File: src/rtl/refr_pkg.sv
// Shared types and helpers for the refresh credit controller.
// Holds the scheduler state encoding and the debt arithmetic.
package refr_pkg;

    typedef enum logic [1:0] {IDLE, ACTIVE, URGENT, DRAIN} refr_st_e;

    // Unclamped next debt; kept wide so the caller can see a saturation event.
    function automatic int unsigned debt_step(input int unsigned debt,
                                              input int unsigned add,
                                              input logic        sub);
        return debt + add - (sub ? 32'd1 : 32'd0);
    endfunction

endpackage

File: src/rtl/refr_intv_timer.sv
// Free-running refresh interval counter; pauses while disabled.
// Emits a one-cycle tick on the last count of each interval.
module refr_intv_timer #(
    parameter int unsigned REFRPRD = 64,
    parameter int unsigned BITRPRD = 6
) (
    input  logic clk,
    input  logic rst_n,
    input  logic en,
    output logic tick
);

    localparam logic [BITRPRD-1:0] LAST = BITRPRD'(REFRPRD - 1);

    logic [BITRPRD-1:0] intv_q;

    assign tick = en && (intv_q == LAST);

    always_ff @(posedge clk or negedge rst_n) begin
        if (!rst_n) begin
            intv_q <= '0;
        end else if (en) begin
            intv_q <= tick ? '0 : intv_q + BITRPRD'(1);
        end
    end

endmodule

File: src/rtl/refr_credit_ctrl.sv
// Refresh credit scheduler: turns interval ticks into per-bank refresh debt,
// gates the refresh engine and escalates to a pipeline stall when behind.
module refr_credit_ctrl
    import refr_pkg::*;
#(
    parameter int unsigned NUMRBNK  = 4,
    parameter int unsigned BITRBNK  = 2,
    parameter int unsigned REFRPRD  = 64,
    parameter int unsigned BITRPRD  = 6,
    parameter int unsigned MAXDEBT  = 12,
    parameter int unsigned BITDEBT  = 4,
    parameter int unsigned HIDEBT   = 8,
    parameter int unsigned LODEBT   = 2,
    parameter int unsigned STUCKLIM = 16,
    parameter int unsigned BITSTUCK = 5
) (
    input  logic               clk,
    input  logic               rst_n,
    input  logic               refr_en,
    input  logic               prefr,
    input  logic [BITRBNK-1:0] prfbadr,
    input  logic               phigh,
    output logic               norefr,
    output logic               refr_stall,
    output logic [BITDEBT-1:0] refr_debt,
    output logic               refr_done,
    output logic               refr_ovfl,
    output logic               refr_perr
);

    refr_st_e            state_q;
    logic [BITDEBT-1:0]  debt_q, debt_d;
    logic [BITSTUCK-1:0] stuck_q, stuck_d;
    logic [BITRBNK-1:0]  rnd_q;
    logic                done_q, ovfl_q, perr_q;
    logic                tick, pref_cnt, clamp, rnd_wrap, debt_hi, debt_lo, stuck_hit;
    int unsigned         debt_sum;

    // Bank address is owned by the engine; only the refresh strobe matters here.
    logic unused_prfbadr;
    assign unused_prfbadr = ^prfbadr;

    refr_intv_timer #(
        .REFRPRD (REFRPRD),
        .BITRPRD (BITRPRD)
    ) u_intv_timer (
        .clk   (clk),
        .rst_n (rst_n),
        .en    (refr_en),
        .tick  (tick)
    );

    assign pref_cnt = prefr && (debt_q != '0);
    assign rnd_wrap = pref_cnt && (rnd_q == BITRBNK'(NUMRBNK - 1));

    always_comb begin
        debt_sum = debt_step(32'(debt_q), tick ? NUMRBNK : 32'd0, pref_cnt);
        clamp    = debt_sum > MAXDEBT;
        debt_d   = clamp ? BITDEBT'(MAXDEBT) : BITDEBT'(debt_sum);
        stuck_d  = '0;
        if (phigh) begin
            stuck_d = (stuck_q == BITSTUCK'(STUCKLIM)) ? stuck_q : stuck_q + BITSTUCK'(1);
        end
    end

    // Transitions look at next-cycle debt/stuck so escalation is not a cycle late.
    assign debt_hi   = debt_d >= BITDEBT'(HIDEBT);
    assign debt_lo   = debt_d <= BITDEBT'(LODEBT);
    assign stuck_hit = stuck_d == BITSTUCK'(STUCKLIM);

    always_ff @(posedge clk or negedge rst_n) begin
        if (!rst_n) begin
            state_q <= IDLE;
            debt_q  <= '0;
            stuck_q <= '0;
            rnd_q   <= '0;
            done_q  <= 1'b0;
            ovfl_q  <= 1'b0;
            perr_q  <= 1'b0;
        end else begin
            debt_q  <= debt_d;
            stuck_q <= stuck_d;
            done_q  <= rnd_wrap;
            if (pref_cnt) rnd_q <= rnd_wrap ? '0 : rnd_q + BITRBNK'(1);
            if (clamp) ovfl_q <= 1'b1;
            if (prefr && (debt_q == '0)) perr_q <= 1'b1;

            unique case (state_q)
                IDLE: begin
                    if (refr_en) state_q <= ACTIVE;
                end
                ACTIVE: begin
                    if (debt_hi || stuck_hit) state_q <= URGENT;
                    else if (!refr_en)        state_q <= (debt_d != '0) ? DRAIN : IDLE;
                end
                URGENT: begin
                    if (debt_lo && !phigh) begin
                        if (refr_en)              state_q <= ACTIVE;
                        else if (debt_d != '0)    state_q <= DRAIN;
                        else                      state_q <= IDLE;
                    end
                end
                DRAIN: begin
                    if (debt_hi || stuck_hit) state_q <= URGENT;
                    else if (refr_en)         state_q <= ACTIVE;
                    else if (debt_d == '0)    state_q <= IDLE;
                end
                default: state_q <= IDLE;
            endcase
        end
    end

    assign norefr     = (state_q == IDLE) || ((debt_q == '0) && !phigh);
    assign refr_stall = (state_q == URGENT);
    assign refr_debt  = debt_q;
    assign refr_done  = done_q;
    assign refr_ovfl  = ovfl_q;
    assign refr_perr  = perr_q;

endmodule

File: config.mk
export PLATFORM = sky130hd
export DESIGN_NAME = refr_credit_ctrl
export DESIGN_NICKNAME = d
export VERILOG_FILES = /design/src/rtl/refr_pkg.sv /design/src/rtl/refr_intv_timer.sv /design/src/rtl/refr_credit_ctrl.sv
export SDC_FILE = /design/constraint.sdc
export NUM_CORES = 1
export LEC_CHECK = 0
export BUFFER_PORTS_ARGS = -buffer_cell sky130_fd_sc_hd__buf_2
export CORE_MARGIN = 5
export CORE_UTILIZATION = 55
export DETAILED_ROUTE_END_ITERATION = 10
export PLACE_DENSITY_LB_ADDON = 0.05
export RECOVER_POWER = 25
export SLEW_MARGIN = 25
export SYNTH_ARGS = -nofsm -noshare
export SYNTH_HDL_FRONTEND = slang
export SYNTH_SLANG_ARGS = --single-unit
File: constraint.sdc
create_clock -name clk -period 5.45 [get_ports clk]
set_input_delay 0.8175 -clock clk [delete_from_list [all_inputs] [get_ports clk]]
set_output_delay 0.8175 -clock clk [all_outputs]
set_load 0.05 [all_outputs]
# After elaboration in Yosys (flattened, before gate mapping)
# Index checks and enable logic that the tools add are counted.
[totals]
reg_bits = 22
latchBits = 0
ram_bits = 0
rom_bits = 0
output_inout_bits = 9
wordCells = 59
mem_count = 0
[op_classes]
n_addsub = 5
mul = 0
div = 0
order_cmp = 3
n_eq_ne = 11
shifts = 0
n_mux = 17
bitwise_logic = 0
reduce_logical = 15
[ops]
columns = ["operator", "n"]
rows = [
  ["$gt A32 B4 Y1 const B", 1],
  ["$mux W2", 10],
  ["$eq A5 B5 Y1 const B", 2],
  ["$mux W5", 2],
  ["$logic_not A4 Y1", 2],
  ["$pmux W2 S4", 1],
  ["$reduce_bool A4 Y1", 2],
  ["$add A6 B1 Y6 const B", 1],
  ["$eq A2 B2 Y1 const B", 3],
  ["$eq A6 B6 Y1 const B", 1],
  ["$logic_and A1 B1 Y1", 6],
  ["$mux W6", 1],
  ["$sub A5 B1 Y6", 1],
  ["$add A4 B3 Y5", 1],
  ["$add A5 B1 Y5 const B", 1],
  ["$ge A4 B4 Y1 const B", 1],
  ["$le A4 B2 Y1 const B", 1],
  ["$mux W4", 1],
  ["$ne A4 B4 Y1 const B", 1],
  ["$reduce_and A4 Y1", 1],
  ["$mux W3", 1],
  ["$ne A3 B3 Y1 const B", 1],
  ["$add A2 B1 Y2 const B", 1],
  ["$eq A2 B1 Y1 const B", 1],
  ["other kinds (6)", 7],
]

# Longest topological paths before layout
# Gate-level depths: netlist of the first run.
[logic_depth]
word_depth = 12
depth_mapped = 13
ltp_nobuf = 13

# Cells and area by module
# From an unflattened synthesis of the first run, not the netlist that was laid out.
[unflattened]
hier_cells = 127
hier_area_um2 = 1275.0
[modules_own_cells]
columns = ["module", "n_inst", "cells_per_inst", "area_per_inst_um2", "seq_area_each_um2"]
rows = [
  ["refr_credit_ctrl", 1, 102, 984.7, 400.4],
  ["refr_intv_timer", 1, 25, 290.3, 150.1],
]

# Least setup slack after synthesis of the first run
# OpenSTA, ideal clock, no wires.
[synth_path]
path_kind = "reg-to-reg"
start = "register debt_q[3] (netlist: refr_debt[3])"
end = "register state_q[1]"
setup_time_ps = 139
t_arrival_ps = 2689
required_time_ps = 5311
slack_ps = 2622
stages_incl_launch_ff = 13
n_path_buf = 0
synth_period_minus_slack_ps = 2828
cell_sequence = "dfrtp_1 > inv_1 > nand4_1 > nand2_1 > inv_1 > ha_1 > inv_1 > ha_1 > fa_1 > a211oi_2 > nor3b_1 > nor4_1 > o2111ai_1"
[synth_between]
elab_chain_len = 11
[synth_rtl]
columns = ["element", "line", "source"]
rows = [
  ["start: declaration", "refr_credit_ctrl.sv:32", "logic [BITDEBT-1:0] debt_q, debt_d;"],
  ["start signal: assignment", "refr_credit_ctrl.sv:81", "debt_q <= debt_d;"],
  ["branches (longest 3 deep; another with $add A4 B3 Y5)", "--", ""],
  ["$sub A5 B1 Y6 (*)", "refr_pkg.sv:11", "return debt + add - (sub ? 32'd1 : 32'd0);"],
  ["$gt A32 B4 Y1", "refr_credit_ctrl.sv:58", "clamp = debt_sum > MAXDEBT;"],
  ["$mux W4 (*)", "refr_credit_ctrl.sv:59", "debt_d = clamp ? BITDEBT'(MAXDEBT) : BITDEBT'(debt_sum);"],
  ["branches (longest 5 deep; another with $ge A4 B4 Y1)", "--", ""],
  ["end signal: assignment", "refr_credit_ctrl.sv:94", "else if (!refr_en) state_q <= (debt_d != '0) ? DRAIN : IDLE;"],
  ["end: declaration", "refr_credit_ctrl.sv:31", "refr_st_e state_q;"],
]
# Every way passes the cells marked *. The select of a mux whose other input is x is not followed.
# A chain may end at the register's enable or synchronous reset.

# Worst setup path in the final report of the first run
[layout_path]
start = "input port refr_en"
end = "register state_q[1]"
[layout_between]
elab_chain_len = 11
[layout_rtl]
columns = ["element", "line", "source"]
rows = [
  ["start: declaration", "refr_credit_ctrl.sv:19", "input logic refr_en,"],
  ["branches (longest 11 deep; another with $gt A32 B4 Y1)", "--", ""],
]
# Several ways; the timed one is not identified. The select of a mux whose other input is x is not followed.

==> results of run 1 <==
## cell usage in the layout, fill, tap and decap left out, types with 3 or more instances in the layout
cell,n
dfrtp_1,22
nor2_1,6
nand2_1,7
o21ai_0,5
nand3_1,5
inv_1,17
clkbuf_4,3
xnor2_1,6
and2_1,3
ha_1,11
nand4_1,5
buf_2,12
nand2b_1,4
nor3_1,3
## through the flow
step | area, um2 | hold slack, ns
6_report | 1450 | 0.493
3_3_place_gp | 1400 | 0.454
2_1_floorplan | 1320 | 0.451
5_1_grt | 1450 | 0.519
3_5_place_dp | 1400 | 0.464
4_1_cts | 1450 | 0.465
## layer usage
layer	vias up	share of wire [%]
li1	498	-
met2	11	48
met1	475	48
met3	2	3.3
met5	-	0
met4	0	0.60
## final timing paths
| kind | from | to | slack (ns) | depth (start not counted) |
|---|---|---|---|---|
| min in group asynchronous | rst_n | state_q[1] | 0.71 | 1 |
| max | refr_en | state_q[1] | 2.41 | 10 |
| min reg2reg | refr_ovfl | refr_ovfl | 0.49 | 1 |
| max in group asynchronous | rst_n | refr_done | 4.03 | 1 |
| min | refr_ovfl | refr_ovfl | 0.49 | 1 |
| max reg2reg | refr_debt[3] | state_q[1] | 2.54 | 12 |
## flip-flops by register name, summed over array words and instances (netlist names)
| register | count |
|---|---|
| refr_ovfl | 1 |
| refr_perr | 1 |
| stuck_q | 5 |
| u_intv_timer.intv_q | 6 |
| refr_debt | 4 |
| refr_done | 1 |
| rnd_q | 2 |
| state_q | 2 |
## worst max-delay path, delay by kind of cell
family	cells	cell delay (ns)
adders and majority gates	2	0.88
and+or+nand+nor	4	0.80
AOI/OAI and AO/OA	2	0.43
buffers and inverters	2	0.28
## layout make-up
type | count | area, um2
inverters | 17 | 63.8
multi-input cells | 91 | 686
clock buffers | 3 | 22.5
flip-flops and latches | 22 | 551
repair buffers | 13 | 63.8
fillers | 208 | 803
clock inverters | 1 | 30.0
well taps | 28 | 35.0
## report_power, final
group	switching (mW)	internal (mW)	leakage [nW]	total, mW
clock	0.0497	0.0743	0.0279	0.124
sequential	0.0504	0.214	0.266	0.264
combinational	0.295	0.170	0.409	0.465
## logic make-up (layout without fill, tap and decap cells)
logic type / Yosys count / in the layout
AO/OA/AOI/OAI: 22 / 22
XOR/XNOR: 6 / 6
adder cells (fa/ha/maj): 12 / 12
buffers and inverters: 19 / 34
flip-flops: 22 / 22
multiplexers: 4 / 4
AND/OR/NAND/NOR: 47 / 47
==> results.ini, run 1 <==
[grt]
grt_first_pass_wirelength_um = 4230
antenna_found_initial = 0
grt_most_used_layer = met2
met1_usage_pct = 20.6
grt_use_met3_pct = 2.18
grtUsageMet2_pct = 26.3
grt_pass1_vias = 990
track_usage_pct = 15.8
grt_overflow = 0
grt_max_degree = 23

[yosys]
seq_area_frac_synth_pct = 41.6
synth_cell_types = 37
synthFlopType = dfrtp_1
synth_nets = 151
synthTopCellsByArea = dfrtp_1 42%, ha_1 10%, inv_1 4.8%, xnor2_1 4.0%, nand4_1 2.4%
synth_adder_area_share_pct = 11.9
syn_area_mm2 = 0.00132
synth.area.mux_share_pct = 3.22
synthSimpleGateAreaFrac_pct = 21.1
synth_top_family_by_area = simple AND/OR/NAND/NOR gates
synth_seq_cells = 22
netlist_instances = 132
synth_xor_area_share_pct = 3.97
synth-compound-area-share_pct = 11.6
yosysTopAreaCell = dfrtp_1
synth-edff-count = 0
yosysTopAreaCellShare_pct = 41.6
yosysMostFrequentCell = dfrtp_1
synth_area_per_cell_um2 = 10.0
ys_warn_count = 0
async_flop_share_pct = 100
netlist_top_cells_count = 22 x dfrtp_1, 17 x inv_1, 11 x ha_1

[power_and_ir_drop]
power.density_mw_per_mm2 = 587
p_total_uw = 852
leakage_nw = 0.703
peakVddDrop_mv = 0.308

[timing]
drv_slew = 0
hold_viol_final = 0
finClkSkew_ns = 0.00547
setup_ws_ns = 2.41
finalCritPeriodShare_pct = 55.8
fmax_mhz = 329
rsz0062_at_grt = false
period_minus_slack_ns = 3.04
worst_pin_slew_ns = 1.18
relSlewSlack_pct = 21.2
tns_ns = 0
setup_violations = 0

[cts]
cts_setup_buffers = 0
cts-resized-gates = 0
clkTransAtPathRegs_ns = 0.13
htree_levels = 1
clock_path_buffers = 2
cts_tree = done
clock_sinks = 22
clockRootBuffer = clkbuf_4
hold_buffers = 0
clk_latency_ns = 0.30
cts_made_buffers = 3

[setup_path]
cp_slowest_cell = fa_1
start_kind = primary input
critPathMaxStageDelay_ns = 0.55
worstPathMaxFanout = 15
critPathRequiredTime_ns = 5.64
arrival_ns = 3.23
end_kind = flop
path_cells = buf_2 -> and4_1 -> nand3_1 -> ha_1 -> inv_1 -> fa_1 -> a211oi_2 -> nor3b_1 -> nor4_1 -> o2111ai_1
path_class = primary input to flop

[routing]
dr.pass1.iters = 4
drt-vias-per-instance = 5.63
drcViolationCount = 0
drtIter0Drc = 31
vias = 986
ant_nets = 0
routedWlPerCell_um = 13.3
drt_wl_total_um = 2330

[floorplanning]
fp.dieH_um = 59.0
die_area_mm2 = 0.00349
rows = 17
start_util_pct = 58.7
pin_count = 16
dieWidth_um = 59.0
core_mm2 = 0.00225

[run_status]
status = finished, final reports clean

[finish]
nNetsFinal = 167
diodes = 0
final_core_util_pct = 64.4
area_growth_pct = 9.74
final_cells = 175
drive_gt1_share_pct = 15.6

[placement]
gp_congestion = 0.790
dp_cells = 171
place_hpwl_um = 1830
port_buffers = 13
dp_slack_ns = 2.08

[worst_hold_path]
hold_class = flop to flop

[run]
drv_cap = 0

(Power assumes the default switching activity.)
==> run 2: changes to the inputs <==
--- a/config.mk
+++ b/config.mk
@@ -5,9 +5,10 @@
 export SDC_FILE = /design/constraint.sdc
 export NUM_CORES = 1
 export LEC_CHECK = 0
+export ABC_AREA = 1
 export BUFFER_PORTS_ARGS = -buffer_cell sky130_fd_sc_hd__buf_2
 export CORE_MARGIN = 5
-export CORE_UTILIZATION = 55
+export CORE_UTILIZATION = 51
 export DETAILED_ROUTE_END_ITERATION = 10
 export PLACE_DENSITY_LB_ADDON = 0.05
 export RECOVER_POWER = 25
==> constraint.sdc (replaced) <==
create_clock -name clk -period 2.5 [get_ports clk]
set_input_delay 0.375 -clock clk [delete_from_list [all_inputs] [get_ports clk]]
set_output_delay 0.375 -clock clk [all_outputs]
set_load 0.05 [all_outputs]
==> run 2 against run 1 <==
Compared with the run above: the run now ends with negative setup slack left; first-iteration DRC count is 68% higher; die area is 9.4% higher; global-route usage is 4.2 points higher; critical path depth is 10 higher; synthesized area is 3.2% higher; worst hold slack worse by 0.22 ns; clock skew is 0.00096 ns higher; clock power is 120% higher; register-to-register slack worse by 2.8 ns; combinational power grew to 3.7 times the previous value; total power grew to 3.0 times the previous value; count of clock-buffer cells in the layout stayed put; critical endpoint unchanged; largest power group unchanged.
==> results.ini, run 2 <==
[routing]
drt-vias-per-instance = 5.17  ; -8.3%
vias = 1323  ; +34%
drtIter0Drc = 52  ; +68%
routedWlPerCell_um = 13.2  ; -1.2%
drcViolationCount = 0  ; unchanged
ant_nets = 0  ; unchanged
dr.pass1.iters = 4  ; unchanged
drt_wl_total_um = 3370  ; +45%

[power_and_ir_drop]
netSwitchingPower_mw = 1.22  ; +210%
p_int_mw = 1.37  ; +200%
swShare_pct = 47.1  ; +0.85 points
clkPwrFrac_pct = 10.6  ; -3.9 points
leakage_nw = 1.01  ; +44%
peakVddDrop_mv = 1.05  ; +240%
comb_power_share_pct = 65.9  ; +11 points
power.density_mw_per_mm2 = 1340  ; +130%
power_frac_seq_pct = 23.5  ; -7.5 points

[yosys]
seq_area_frac_synth_pct = 40.3  ; -1.3 points
yosysTopAreaCell = dfrtp_1
synthTopCellsByArea = dfrtp_1 40%, ha_1 10%, inv_1 9.6%, nand2_1 9.6%, nand3_1 4.4%
synthFlopType = dfrtp_1
yosysTopAreaCellShare_pct = 40.3  ; -1.3 points
ys_warn_count = 0  ; unchanged
synth_cell_types = 27  ; -27%
synth-edff-count = 0  ; unchanged
async_flop_share_pct = 100  ; unchanged
synth_area_per_cell_um2 = 7.76  ; -23%
synth_seq_cells = 22  ; unchanged
netlist_instances = 176  ; +33%
syn_area_mm2 = 0.00137  ; +3.2%
netlist_top_cells_count = 35 x inv_1, 35 x nand2_1, 22 x dfrtp_1
synth_nets = 195  ; +29%

[placement]
port_buffers = 13  ; unchanged
gp_congestion = 0.840  ; +6.3%
placed_area_mm2 = 0.00163  ; +17%
place_hpwl_um = 2160  ; +18%

[setup_path]
cp.depth = 20  ; +10
r2r_cells = 20  ; +8
start_kind = flop
r2r_start = refr_debt[0]
r2r_slack_ns = -0.24  ; -2.78 ns
path_cells = nor4_4 -> inv_2 -> nand2_2 -> inv_2 -> ha_4 -> inv_4 -> ha_4 -> fa_2 -> inv_2 -> a21oi_2 -> nand2_1 -> nand2_1 -> nor2_2 -> nand4_1 -> nand3_1 -> nand2_1 -> nand2_2 -> nor2_2 -> nand2_1 -> nand2_1
critical-path-top-delay-family = simple AND/OR/NAND/NOR gates
worstPathMaxFanout = 3  ; -12
cp_slowest_cell = fa_2
critPathRequiredTime_ns = 2.72  ; -2.92 ns
arrival_ns = 2.96  ; -0.27 ns
path_common_cell = nand2_1
r2r_end = state_q[1]
path_class = flop to flop
end_kind = flop
cp.buffers_inverters = 4  ; +2
critPathMaxStageDelay_ns = 0.47  ; -0.08 ns

[finish]
multi_input_area_um2 = 812  ; +18%
largest_reg_flops = 6  ; unchanged
seqCellArea_um2 = 556  ; +0.91%
fillCellCount = 187  ; -10%
fin_area_mm2 = 0.00194  ; +33%
final_common_cell = nand2_1
mostFrequentLayoutCells = 31 x nand2_1, 30 x inv_1, 30 x buf_4
drive_gt1_share_pct = 40.3  ; +25 points
nNetsFinal = 246  ; +47%
area_growth_pct = 41.8
top_register = u_intv_timer.intv_q
diodes = 0  ; unchanged

[floorplanning]
rows = 18  ; +1
die_area_mm2 = 0.00381  ; +9.4%
dieWidth_um = 61.7  ; +4.6%
start_util_pct = 54.1  ; -4.5 points
pin_count = 16  ; unchanged
core_mm2 = 0.00252  ; +12%
fp.dieH_um = 61.7  ; +4.6%

[grt]
grt_first_pass_wirelength_um = 5530  ; +31%
grt_max_degree = 23  ; unchanged
track_usage_pct = 20.1  ; +4.2 points
grt_overflow = 0  ; unchanged
grt_pass1_vias = 1301  ; +31%
antenna_found_initial = 0  ; unchanged

[timing]
finalCritPeriodShare_pct = 110
setup_violations = 5  ; +5
relSlewSlack_pct = 21.0  ; -0.24 points
tns_ns = -0.900  ; -0.900 ns
rsz0062_at_grt = true
drv_slew = 0  ; unchanged
hold_ws_ns = 0.271  ; -0.222 ns
fmax_mhz = 364
worst_pin_slew_ns = 1.18  ; +0.00361 ns
finClkSkew_ns = 0.00643  ; +0.000963 ns
setup_ws_ns = -0.245  ; -2.65 ns
hold_viol_final = 0  ; unchanged
period_minus_slack_ns = 2.74

[cts]
clockRootBuffer = clkbuf_4
clock_path_buffers = 2  ; unchanged
cts_tree = done
htree_levels = 1  ; unchanged
clk_latency_ns = 0.31  ; about the same
clock_sinks = 22  ; unchanged
cts_made_buffers = 3  ; unchanged
clkTransAtPathRegs_ns = 0.13  ; about the same

[worst_hold_path]
hold_class = primary input to asynchronous set/reset pin

[run]
drv_cap = 0  ; unchanged

[run_status]
status = complete, but fails checks
failed_checks = negative setup slack

-- run 2: changes by cell type after synthesis, moves of 5 or more --
cell     before  now
inv_1        17   35
nand2_2       0    5
nand3_1       5   12
nor2_1        6   16
xnor2_1       6    0
nand2_1       7   35
-- run 2: cell type report --
class,instances,area share (%)
inverter,36,7.11
multi-input combinational,117,42.0
clock buffer,3,1.16
clock inverter,1,1.55
sequential,22,28.7
tap,30,1.94
timing repair buffer,47,17.6
-- run 2: worst max-delay path by stage --
stage,start,endpoint,slack (ns)
after global routing,refr_debt[2],state_q[0],-0.42
after global placement,refr_debt[2],state_q[1],-0.21
after detailed placement,u_intv_timer.intv_q[0],state_q[1],-0.30
after CTS,u_intv_timer.intv_q[0],state_q[1],-0.18
after floorplan,refr_debt[2],state_q[0],-0.24
final,refr_debt[0],state_q[1],-0.24
-- run 2: logic make-up after synthesis --
kind of cell	share of synthesized area [%]
and+or+nand+nor	30.3
buffers and inverters	10.3
DFF	40.3
AOI/OAI and AO/OA	6.88
adders and majority gates	11.5
xor gates and xnor gates	0.642
-- run 2: power groups by stage --
stage | Sequential, mW | Combinational, mW | Clock [mW]
2_1_floorplan | 0.708 | 0.784 | 0
3_3_place_gp | 0.574 | 1.32 | 0
3_5_place_dp | 0.580 | 1.38 | 0
4_1_cts | 0.591 | 1.57 | 0.279
5_1_grt | 0.625 | 1.86 | 0.300
6_report | 0.609 | 1.71 | 0.273
-- run 2: routing by layer --
layer	share of wire (%)	global-route usage (%)	wire (um)
met5	0	0	0
met4	2.3	10.0	76
met3	4.2	2.69	142
met2	51	35.3	1700
met1	43	24.0	1450
-- run 2: what timing repair did --
action / CTS / global route
endpoints found under the setup margin: 6 / 9
buffers inserted: 20 / 4
hold buffers: 0 / 0
resized for setup: 21 / 11
pin swaps: 18 / 10
-- run 2: stage by stage --
stage | std cells | util [%] | power [mW] | setup WS [ns]
finish | 256 | 76.7 | 2.59 | -0.245
global route | 256 | 76.7 | 2.78 | -0.417
CTS | 258 | 75.7 | 2.44 | -0.180
detailed placement | 235 | 64.7 | 1.96 | -0.295
global placement | 235 | 64.7 | 1.89 | -0.207
floorplan | 176 | - | 1.49 | -0.241
-- run 2: worst register-to-register path, cell delays in order (launching register included) --
cell and delay, ns:
dfrtp_2 0.46, nor4_4 0.32, inv_2 0.08, nand2_2 0.09, inv_2 0.05, ha_4 0.15, inv_4 0.05, ha_4 0.13
fa_2 0.47, inv_2 0.09, a21oi_2 0.04, nand2_1 0.05, nand2_1 0.06, nor2_2 0.10, nand4_1 0.09, nand3_1 0.08
nand2_1 0.06, nand2_2 0.11, nor2_2 0.05, nand2_1 0.05, nand2_1 0.05
==> run 3: changes to the inputs <==
--- a/config.mk
+++ b/config.mk
@@ -6,7 +6,7 @@
 export NUM_CORES = 1
 export LEC_CHECK = 0
 export ABC_AREA = 1
-export BUFFER_PORTS_ARGS = -buffer_cell sky130_fd_sc_hd__buf_2
+export BUFFER_PORTS_ARGS = -buffer_cell sky130_fd_sc_hd__clkbuf_2
 export CORE_MARGIN = 5
 export CORE_UTILIZATION = 51
 export DETAILED_ROUTE_END_ITERATION = 10
==> run 3 against run 2 <==
Compared with the run above: sequential power is 1% lower; the run still ends with negative setup slack left; clock power is 1% higher; core utilization is 1.6 points higher; clock skew is 0.0030 ns lower; global-route usage is 0.18 points higher; critical path depth stayed put; total power is 2.8% higher; combinational power is 4% higher; non-clock buffer count is 5 higher; final area is 2.1% higher.
==> results.ini, run 3 (synthesis gave the netlist of run 2 again) <==
[setup_path]
path_class = flop to flop
end_kind = flop
start_kind = flop
path_common_cell = nand2_1
r2r_slack_ns = -0.22  ; +0.03 ns
arrival_ns = 2.94  ; -0.02 ns
critPathRequiredTime_ns = 2.72  ; about the same
path_cells = nor4_4 -> inv_2 -> nand2_2 -> inv_2 -> ha_4 -> inv_4 -> ha_4 -> fa_2 -> inv_2 -> a21oi_2 -> nand2_1 -> nand2_1 -> nor2_2 -> nand4_1 -> nand3_1 -> nand2_1 -> nand2_2 -> nor2_4 -> nand2_1 -> nand2_1
worstPathMaxFanout = 3  ; unchanged
critical-path-top-delay-family = simple AND/OR/NAND/NOR gates
critPathMaxStageDelay_ns = 0.45  ; -0.02 ns
cp.buffers_inverters = 4  ; unchanged
cp_slowest_cell = dfrtp_2

[timing]
period_minus_slack_ns = 2.72  ; -0.0256 ns
fmax_mhz = 368  ; +0.94%
hold_viol_final = 0  ; unchanged
worst_pin_slew_ns = 1.17  ; -0.0170 ns
drv_slew = 0  ; unchanged
setup_violations = 5  ; unchanged
relSlewSlack_pct = 22.1  ; +1.1 points
setup_ws_ns = -0.219  ; +0.0256 ns
rsz0062_at_grt = true
hold_ws_ns = 0.259  ; -0.0118 ns
finalCritPeriodShare_pct = 109  ; -1.0 points
finClkSkew_ns = 0.00346  ; -0.00297 ns

[placement]
placed_area_mm2 = 0.00163  ; unchanged
port_buffers = 13  ; unchanged
gp_congestion = 0.815  ; -3.0%
place_hpwl_um = 2280  ; +5.5%

[finish]
diodes = 0  ; unchanged
fillCellCount = 176  ; -5.9%
mostFrequentLayoutCells = 36 x buf_4, 29 x nand2_1, 28 x inv_1
final_core_util_pct = 78.4  ; +1.6 points
area_growth_pct = 44.8
final_common_cell = buf_4
nNetsFinal = 251  ; +2.0%
largest_reg_flops = 6  ; unchanged
multi_input_area_um2 = 826  ; +1.7%
seqCellArea_um2 = 556  ; unchanged
fin_area_mm2 = 0.00198  ; +2.1%
drive_gt1_share_pct = 43.7  ; +3.5 points
top_register = u_intv_timer.intv_q

[floorplanning]
dieWidth_um = 61.7  ; unchanged
pin_count = 16  ; unchanged
die_area_mm2 = 0.00381  ; unchanged
rows = 18  ; unchanged
start_util_pct = 54.1  ; unchanged
fp.dieH_um = 61.7  ; unchanged
core_mm2 = 0.00252  ; unchanged

[grt]
antenna_found_initial = 0  ; unchanged
grt_pass1_vias = 1382  ; +6.2%
grt_first_pass_wirelength_um = 5720  ; +3.4%
track_usage_pct = 20.3  ; +0.18 points
grt_max_degree = 23  ; unchanged
grt_overflow = 0  ; unchanged

[cts]
htree_levels = 1  ; unchanged
clockRootBuffer = clkbuf_4
clock_path_buffers = 2  ; unchanged
clk_latency_ns = 0.31  ; about the same
clock_sinks = 22  ; unchanged
clkTransAtPathRegs_ns = 0.13  ; about the same
cts_tree = done
cts_made_buffers = 3  ; unchanged

[routing]
routedWlPerCell_um = 12.7  ; -3.3%
dr.pass1.iters = 4  ; unchanged
drtIter0Drc = 56  ; +7.7%
drt_wl_total_um = 3330  ; -1.4%
drcViolationCount = 0  ; unchanged
ant_nets = 0  ; unchanged
topRoutingLayerUsed = met4
drt-met1-wl_um = 1410  ; -2.9%
route.met3.wl_um = 130  ; -8.5%
wl_met2_um = 1720  ; +1.0%
vias = 1342  ; +1.4%
drt-vias-per-instance = 5.14  ; -0.51%

[power_and_ir_drop]
power.density_mw_per_mm2 = 1350  ; +0.66%
leakage_nw = 1.03  ; +2.1%
p_total_mw = 2.66  ; +2.8%
peakVddDrop_mv = 1.01  ; -4.0%

[run]
drv_cap = 0  ; unchanged

[run_status]
status = complete, but fails checks
failed_checks = negative setup slack

[worst_hold_path]
hold_class = primary input to asynchronous set/reset pin

run 3: cell count changes in the layout (fill, tap and decap cells not counted), sizes merged:
cell    previous run  this run
clkbuf             4        16
buf               46        39
run 3: layout make-up:
class | instances | area share, %
tap | 30 | 1.90
inverter | 36 | 6.96
sequential | 22 | 28.1
clock buffer | 3 | 1.14
clock inverter | 1 | 1.52
timing repair buffer | 52 | 18.6
multi-input combinational | 117 | 41.8
run 3: through the flow:
| step | instances | TNS, ns | setup slack (ns) |
|---|---|---|---|
| 2_1_floorplan | 176 | -0.605 | -0.241 |
| 3_5_place_dp | 235 | -1.02 | -0.277 |
| 5_1_grt | 261 | -1.28 | -0.361 |
| 3_3_place_gp | 235 | -0.685 | -0.209 |
| 6_report | 261 | -0.620 | -0.219 |
| 4_1_cts | 259 | -0.490 | -0.147 |
run 3: metal layers:
metal	GRT usage (%)	vias to the layer above
met5	0	-
met4	6.36	0
met3	3.31	10
met2	38.1	21
met1	23.2	636
li1	-	675
run 3: worst paths after layout:
kind / from / endpoint / cells past startpoint
worst max register to register: refr_debt[2] / state_q[1] / 20
min in group clk: prefr / refr_perr / 2
max in group asynchronous: rst_n / refr_debt[2] / 1
worst min-delay path: rst_n / refr_ovfl / 1
worst max-delay path: refr_debt[2] / state_q[1] / 20
worst min register to register: refr_perr / refr_perr / 1
run 3: power breakdown:
part / switching [mW] / internal [mW]
clock network: 0.115 / 0.162
logic: 0.999 / 0.784
registers: 0.118 / 0.484
total: 1.23 / 1.43
run 3: repair_timing:
action                     in CTS  in global routing
setup endpoints to repair       5                  7
resized for setup              19                 14
buffers inserted               20                  7
gates cloned                    0                  0
pin swaps                      21                  8
hold buffers                    0                  0
